--- config.mk ---
export PLATFORM = sky130hd
export DESIGN_NAME = verificar_pareja
export DESIGN_NICKNAME = d
export VERILOG_FILES = /design/src/rtl/verificar_pareja.sv
export SDC_FILE = /design/constraint.sdc
export NUM_CORES = 1
export LEC_CHECK = 0
export BUFFER_PORTS_ARGS = -buffer_cell sky130_fd_sc_hd__buf_2
export CAP_MARGIN = 20
export CORE_ASPECT_RATIO = 0.9
export CORE_MARGIN = 3
export CORE_UTILIZATION = 51
export DETAILED_ROUTE_END_ITERATION = 10
export PLACE_DENSITY = 0.78
export SYNTH_ARGS = -nofsm -noshare
export SYNTH_HDL_FRONTEND = slang
export SYNTH_SLANG_ARGS = --single-unit
--- constraint.sdc ---
create_clock -name clk -period 2.2 [get_ports clk]
set_input_delay 0.22 -clock clk [delete_from_list [all_inputs] [get_ports clk]]
set_output_delay 0.22 -clock clk [all_outputs]
set_load 0.03 [all_outputs]
--- src/rtl/verificar_pareja.sv ---
// Pair checker for a 16-card memory game: scans the board, compares the first two face-up cards,
// marks a match or hides a mismatch after HOLD_CYCLES. Optional score counter under `PAIR_SCORE_EN`.
module verificar_pareja #(
    parameter int HOLD_CYCLES = 50_000_000
) (
    input  logic       clk,
    input  logic       rst,
    input  logic       start,
    input  logic [4:0] arr_cards_in  [0:15],
    output logic [4:0] arr_cards_out [0:15],
    output logic       done,
    output logic       match,
    output logic       no_pair,
    output logic [3:0] pairs_found,
    output logic       all_matched
);

    localparam logic [2:0] S_IDLE    = 3'd0;
    localparam logic [2:0] S_SCAN    = 3'd1;
    localparam logic [2:0] S_COMPARE = 3'd2;
    localparam logic [2:0] S_HOLD    = 3'd3;
    localparam logic [2:0] S_WRITE   = 3'd4;
    localparam logic [2:0] S_DONE    = 3'd5;

    localparam int CW = (HOLD_CYCLES > 1) ? $clog2(HOLD_CYCLES) : 1;

    logic [2:0]    state_reg;
    logic [4:0]    board_reg     [0:15];
    logic [4:0]    cards_out_reg [0:15];
    logic [3:0]    scan_idx_reg;
    logic [3:0]    idx_a_reg;
    logic [3:0]    idx_b_reg;
    logic [1:0]    found_reg;
    logic          match_reg;
    logic          no_pair_reg;
    logic [CW-1:0] hold_cnt_reg;

    always_ff @(posedge clk or negedge rst) begin
        if (!rst) begin
            state_reg    <= S_IDLE;
            scan_idx_reg <= '0;
            idx_a_reg    <= '0;
            idx_b_reg    <= '0;
            found_reg    <= '0;
            match_reg    <= 1'b0;
            no_pair_reg  <= 1'b0;
            hold_cnt_reg <= '0;
            for (int i = 0; i < 16; i++) begin
                board_reg[i] <= '0;
            end
        end else begin
            case (state_reg)
                S_IDLE: begin
                    if (start) begin
                        for (int i = 0; i < 16; i++) begin
                            board_reg[i] <= arr_cards_in[i];
                        end
                        scan_idx_reg <= '0;
                        idx_a_reg    <= '0;
                        idx_b_reg    <= '0;
                        found_reg    <= '0;
                        match_reg    <= 1'b0;
                        no_pair_reg  <= 1'b0;
                        hold_cnt_reg <= '0;
                        state_reg    <= S_SCAN;
                    end
                end
                S_SCAN: begin
                    // Only the first two face-up cards take part; later ones pass through.
                    if (board_reg[scan_idx_reg][4:3] == 2'b01) begin
                        if (found_reg == 2'd0) begin
                            idx_a_reg <= scan_idx_reg;
                            found_reg <= 2'd1;
                        end else if (found_reg == 2'd1) begin
                            idx_b_reg <= scan_idx_reg;
                            found_reg <= 2'd2;
                        end
                    end
                    scan_idx_reg <= scan_idx_reg + 4'd1;
                    if (scan_idx_reg == 4'd15) begin
                        state_reg <= S_COMPARE;
                    end
                end
                S_COMPARE: begin
                    if (found_reg != 2'd2) begin
                        no_pair_reg <= 1'b1;
                        state_reg   <= S_WRITE;
                    end else if (board_reg[idx_a_reg][2:0] == board_reg[idx_b_reg][2:0]) begin
                        board_reg[idx_a_reg][4:3] <= 2'b10;
                        board_reg[idx_b_reg][4:3] <= 2'b10;
                        match_reg                 <= 1'b1;
                        state_reg                 <= S_WRITE;
                    end else begin
                        hold_cnt_reg <= '0;
                        state_reg    <= S_HOLD;
                    end
                end
                S_HOLD: begin
                    // The visible board is untouched here, so the player keeps seeing both cards.
                    if (hold_cnt_reg == CW'(HOLD_CYCLES - 1)) begin
                        board_reg[idx_a_reg][4:3] <= 2'b00;
                        board_reg[idx_b_reg][4:3] <= 2'b00;
                        state_reg                 <= S_WRITE;
                    end else begin
                        hold_cnt_reg <= hold_cnt_reg + 1'b1;
                    end
                end
                S_WRITE: state_reg <= S_DONE;
                S_DONE:  state_reg <= S_IDLE;
                default: state_reg <= S_IDLE;
            endcase
        end
    end

    genvar gi;
    generate
        for (gi = 0; gi < 16; gi++) begin : g_out
            always_ff @(posedge clk or negedge rst) begin
                if (!rst) begin
                    cards_out_reg[gi] <= '0;
                end else if (state_reg == S_WRITE) begin
                    cards_out_reg[gi] <= board_reg[gi];
                end
            end
            assign arr_cards_out[gi] = cards_out_reg[gi];
        end
    endgenerate

    assign done    = (state_reg == S_DONE);
    assign match   = done & match_reg;
    assign no_pair = done & no_pair_reg;

`ifdef PAIR_SCORE_EN
    logic [3:0] pairs_reg;

    always_ff @(posedge clk or negedge rst) begin
        if (!rst) begin
            pairs_reg <= '0;
        end else if ((state_reg == S_DONE) && match_reg && (pairs_reg != 4'd8)) begin
            pairs_reg <= pairs_reg + 4'd1;
        end
    end

    assign pairs_found = pairs_reg;
    assign all_matched = (pairs_reg == 4'd8);
`else
    assign pairs_found = 4'd0;
    assign all_matched = 1'b0;
`endif

endmodule
==> flow_summary.toml, run 1 <==
[min_path]
hold_class = "in -> reg"
hold_path_depth = 3
holdPathEnd = "board_reg[39]$_DFFE_PN0P_"
hp-start = "arr_cards_in[39]"

[setup_path]
worstPathArrival_ns = 2.89
crit_chain = "buf_12 -> mux4_2 -> a22oi_2 -> nand2_2 -> xor2_2 -> nor3_4 -> buf_12 -> buf_12 -> o221ai_2 -> a221oi_2"
crit_required_ns = 2.60
end_kind = "register"
worst-path-max-fanout = 9
crit_top_cell = "buf_12"
rr_worst_depth = 10
r2r_start = "idx_a_reg[0]$_DFFE_PN0P_"
crit_family = "compound AO/OA/AOI/OAI gates"
path_buf_inv = 3
rrSetupSlack_ns = -0.29
max_stage_delay_ns = 0.51
worstReg2RegEnd = "board_reg[44]$_DFFE_PN0P_"
critPathLaunchType = "register"
cp_slowest_cell = "mux4_2"
criticalPathCategory = "reg -> reg"

[sta]
fmax_ghz = 0.4021
worst_slew_pin_slew_ns = 0.6639
fin_skew_ns = 0.02018
setup_ws_ns = -0.2871
rsz0062_at_grt = "yes"
holdWs_ns = 0.03405
slew_violations = 0
slew-limit-headroom_pct = 55.65
min_period_ns = 2.487
setup_viol = 69
fin_crit_sh_pct = 113.0
hold_viol_final = 0

[grt]
grt_start_max_net_pins = 67
met3_usage_pct = 3.642
grt_pass1_vias = 8415
met2_usage_pct = 43.92
grt_pass1_wl_mm = 43.67
antenna_found_initial = 0
grt_overflow = 0
grt_use_met1_pct = 36.94
gr-max-usage-layer = "met2"
grt_use_total_pct = 26.44

[placed_design]
placed_cells = 1352
port_buffers = 165
place.gp.congestion = 0.9322
post-dp-hpwl_mm = 18.02

[cells_and_area]
drive_gt1_share_pct = 37.86
nets = 1286
area_growth_syn_to_layout_pct = 36.37
mostFrequentLayoutCell = "dfrtp_1"
nFillCells = 1215
utilization_pct = 71.58
diodes = 0
final_cell_mix = "202 x dfrtp_1, 190 x nand2_1, 164 x buf_2"
fin_cells = 1460

[floorplanning]
chipHeight_um = 137.0
rows = 47
core_um2 = 18520
io_pins = 171
start_util_pct = 52.49
die_w_um = 151.5
dieArea_um2 = 20760

[pwr]
leakagePower_nw = 6.470
ir_worst_vdd_v = 0.0008376
power.density_nw_per_um2 = 1490
p_total_mw = 19.75

[clock_tree]
htreeDepth = 1
clock_latency_ns = 0.51
cts_tree = "yes"
clock-root-buffer = "clkbuf_16"
numCtsBuffers = 21
clkTransAtPathRegs_ns = 0.06
cts_sinks = 205
cts_buffer_depth = 3

[yosys]
yosys_warnings = 0
synth_cell_types = 54
syn_inst = 898
async_reset_ff_share_pct = 100.0
synth_top_flop_cell = "dfrtp_1"
synth_area_per_cell_um2 = 10.83
synthesis.area_um2 = 9723
ys_ff_latch = 205
ys_seq_area_share_pct = 52.76
synth_edf_count = 0

[drt]
routed_wirelength_mm = 28.02
drc = 0
drt_iter0_markers = 684
ant_nets = 0
drtPass1Iterations = 5
via_per_inst = 5.741
wire_per_inst_um = 19.19
vias = 8382

[run_status]
violations = "setup timing"
outcome = "complete, but fails checks"

[run]
drv_cap = 0
## stage by stage
step | TNS (ns) | setup slack (ns) | area [um2]
2_1_floorplan | -1.738 | -0.07830 | 9766
3_3_place_gp | -9.751 | -0.2100 | 11570
3_5_place_dp | -13.62 | -0.2775 | 11570
4_1_cts | -12.41 | -0.2719 | 13060
5_1_grt | -18.94 | -0.3570 | 13260
6_report | -13.27 | -0.2871 | 13260
## what timing repair did
action / CTS / global route
endpoints found under the setup margin: 71 / 71
cloned: 0 / 3
hold buffers: 65 / 0
endpoints found under the hold margin: 124 / 0
buffers inserted: 3 / 1
pin swaps: 1 / 28
gates resized for setup: 8 / 31
## layout make-up
cell class | count | area (um2) | share of cell area [%]
clock buffer | 28 | 571.8 | 4.313
clock inverter | 9 | 198.9 | 1.500
inverter | 28 | 105.1 | 0.7927
multi-input combinational | 603 | 4365 | 32.92
sequential | 205 | 5134 | 38.72
tap | 245 | 306.5 | 2.312
timing repair buffer | 342 | 2577 | 19.44
## tightest hold or removal path, cell delays in order
cell and delay [ns]:
buf_2 0.07, o22ai_1 0.07, a21oi_1 0.11
## logic make-up (layout without fill, tap and decap cells)
kind of cell | after synthesis | in the layout | synth area share [%]
simple gates | 303 | 303 | 13.58
buf+inv | 94 | 407 | 4.195
mux | 113 | 113 | 15.88
other cells | 1 | 5 | 0.03857
flops | 205 | 205 | 52.76
xor+xnor | 7 | 7 | 0.6306
compound gates | 173 | 173 | 12.66
fa+ha+maj | 2 | 2 | 0.2573
## per-layer routing
layer / vias up / share of wire, %
li1: 3783 / -
met1: 4157 / 42
met2: 395 / 49
met3: 47 / 7.0
met4: 0 / 2.0
met5: - / 0
## cells in the mapped netlist (4+ instances only)
cell        n  area share (%)
mux2i_1     8            0.82
a22oi_1    23             1.8
nand4_1     5            0.32
and2_1      7            0.45
buf_4       7            0.54
a22o_1     18             1.6
inv_1      28             1.1
nand2b_1    6            0.39
o211ai_1   16             1.2
nor2_1     38             1.5
nand2_1   195             7.5
o21a_1      6            0.46
nor3_1      7            0.36
a31oi_1    23             1.5
mux4_2     25             5.8
mux2_2     80             9.3
clkbuf_1   44             1.7
nor2b_1     8            0.51
o22ai_1    15            0.97
a21oi_1    34             1.8
o21ai_0    11            0.57
nor3b_1    10            0.77
xor2_1      4            0.36
and3_1      5            0.32
nand3_1    12            0.62
dfrtp_1   205              53
buf_2      11            0.57
or3_1       4            0.26
## where the power goes
part / total, mW / switching [mW] / internal (mW)
combinational: 9.37 / 4.99 / 4.38
clock: 4.00 / 1.47 / 2.53
sequential: 6.38 / 1.24 / 5.14
total: 19.8 / 7.70 / 12.1
## worst max path at each step
stage	from	end	slack (ns)	depth (start not counted)
after CTS	idx_b_reg[1]$_DFFE_PN0P_	board_reg[44]$_DFFE_PN0P_	-0.27	10
final	idx_a_reg[0]$_DFFE_PN0P_	board_reg[44]$_DFFE_PN0P_	-0.29	10
after detailed placement	idx_a_reg[0]$_DFFE_PN0P_	board_reg[44]$_DFFE_PN0P_	-0.28	10
after global routing	idx_b_reg[0]$_DFFE_PN0P_	board_reg[58]$_DFFE_PN0P_	-0.36	10
after floorplan	idx_b_reg[1]$_DFFE_PN0P_	board_reg[43]$_DFFE_PN0P_	-0.08	10
after global placement	idx_a_reg[0]$_DFFE_PN0P_	board_reg[53]$_DFFE_PN0P_	-0.21	10
No activity file was read; power rests on OpenSTA's default activity.
==> inputs of run 2 (changes only) <==
- CORE_UTILIZATION: 51 -> 56
- PLACE_DENSITY: 0.78 -> 0.81
- clock period: 2.2 -> 2.3 ns (I/O delays scaled with it)
==> run 2 against run 1 <==
The flow still finishes with violations (setup timing). Global-route usage up 2.8 points. Total power down 8.0%. Clock power down 16%. Highest routed layer unchanged.
==> flow_summary.toml, run 2 (same netlist as run 1, synthesis figures left out) <==
[pwr]
p_total_mw = 18.17
leakagePower_nw = 6.313
ir_worst_vdd_v = 0.0008333
power.density_nw_per_um2 = 1391

[sta]
fin_skew_ns = 0.01282
slew-limit-headroom_pct = 58.28
rsz0062_at_grt = "yes"
finalSetupTns_ns = -10.36
fmax_ghz = 0.3934
setup_ws_ns = -0.2420
holdWs_ns = 0.04283
hold_viol_final = 0
slew_violations = 0
setup_viol = 63
worst_slew_pin_slew_ns = 0.6257
fin_crit_sh_pct = 110.5
min_period_ns = 2.542

[setup_path]
rrSetupSlack_ns = -0.24
worst-path-max-fanout = 12
crit_required_ns = 2.73
critPathLaunchType = "register"
worstPathArrival_ns = 2.97
end_kind = "register"
criticalPathCategory = "reg -> reg"

[grt]
grt_start_max_net_pins = 73
grt_overflow = 0
grt_pass1_vias = 8412
antenna_found_initial = 0
grt_use_total_pct = 29.25
grt_pass1_wl_mm = 43.87

[cells_and_area]
final_area_um2 = 13060
area_growth_syn_to_layout_pct = 34.33
nFillCells = 998
final_cell_mix = "203 x dfrtp_1, 188 x nand2_1, 164 x buf_2"
nets = 1264
drive_gt1_share_pct = 37.36
mostFrequentLayoutCell = "dfrtp_1"
fin_cells = 1426
diodes = 0

[drt]
ant_nets = 0
drc = 0
vias = 8606
drtPass1Iterations = 6
drt_iter0_markers = 865
wire_per_inst_um = 20.62
routed_wirelength_mm = 29.40
via_per_inst = 6.035

[placed_design]
post-dp-hpwl_mm = 17.72
placed_cells = 1313
port_buffers = 165
place_area_um2 = 11280
place.gp.congestion = 0.8943

[floorplanning]
rows = 45
chipHeight_um = 131.0
start_util_pct = 57.37
die_w_um = 144.9
core_um2 = 16950
io_pins = 171
dieArea_um2 = 18980

[clock_tree]
clock_latency_ns = 0.51
htreeDepth = 1
numCtsBuffers = 21
cts_sinks = 205
clkTransAtPathRegs_ns = 0.06
clock-root-buffer = "clkbuf_16"
cts_tree = "yes"
cts_buffer_depth = 3

[run]
drv_cap = 0

[min_path]
hold_class = "in -> reg"

[run_status]
outcome = "complete, but fails checks"
violations = "setup timing"
## run 2: changes by cell type in the layout (fill, tap and decap cells not counted), moves of 3 or more
cell / change
buf_4: -19
a31oi_4: +8
a31oi_1: -7
buf_12: -5
bufinv_16: -5
clkbuf_8: +3
## run 2: stage by stage
step	setup slack, ns	utilization [%]
2_1_floorplan	0.001788	-
3_3_place_gp	-0.1404	66.56
5_1_grt	-0.3416	77.07
3_5_place_dp	-0.1881	66.56
6_report	-0.2420	77.07
4_1_cts	-0.1534	74.80
## run 2: repair_timing
| item | CTS | global route |
|---|---|---|
| cloned | 0 | 3 |
| hold endpoints to repair | 132 | 0 |
| buffers inserted | 4 | 6 |
| gates resized for setup | 8 | 45 |
| hold buffers | 65 | 0 |
| endpoints found under the setup margin | 60 | 70 |
| pin swaps | 1 | 17 |
## run 2: power breakdown
| part | switching [mW] | internal (mW) |
|---|---|---|
| clock network | 1.40 | 1.95 |
| registers | 1.30 | 4.91 |
| logic | 4.82 | 3.79 |
## run 2: area by class of cell
class                   instances  area, um2  share of cell area, %
clock buffers                  30      609.3                  4.665
inverters                      28      105.1                 0.8047
multi-input cells             603       4503                  34.48
well taps                     235      294.0                  2.251
clock inverters                 5      56.30                 0.4311
repair buffers                320       2361                  18.08
flip-flops and latches        205       5132                  39.29
## run 2: worst max-delay path, cell delays in order, from the launching register on
cell	delay (ns)
dfrtp_1	0.37
buf_4	0.15
mux4_2	0.51
a22oi_2	0.24
nand2_2	0.10
xor2_2	0.19
nor3_4	0.28
buf_6	0.16
a21oi_4	0.08
clkbuf_16	0.21
a21oi_1	0.16
## run 2: path summary, 6_finish.rpt
check                                                   from                             to  cells after the start
worst max-delay path                idx_b_reg[0]$_DFFE_PN0P_    hold_cnt_reg[0]$_DFFE_PN0P_                     10
worst min-delay path                        arr_cards_in[24]      board_reg[24]$_DFFE_PN0P_                      3
worst max register to register      idx_b_reg[0]$_DFFE_PN0P_    hold_cnt_reg[0]$_DFFE_PN0P_                     10
worst min register to register  hold_cnt_reg[25]$_DFFE_PN0P_   hold_cnt_reg[25]$_DFFE_PN0P_                      1
max in group asynchronous                                rst  arr_cards_out[11]$_DFFE_PN0P_                      3
min in group asynchronous                                rst   hold_cnt_reg[25]$_DFFE_PN0P_                      2
## run 2: routing by layer
| layer | GRT usage (%) | part of all wire [%] | wire, um | vias to the layer above |
|---|---|---|---|---|
| li1 | - | - | - | 3749 |
| met1 | 40.38 | 39 | 11510 | 4184 |
| met2 | 47.04 | 48 | 14070 | 567 |
| met3 | 4.767 | 8.8 | 2585 | 106 |
| met4 | 11.25 | 4.2 | 1238 | 0 |
| met5 | 0 | 0 | 0 | - |
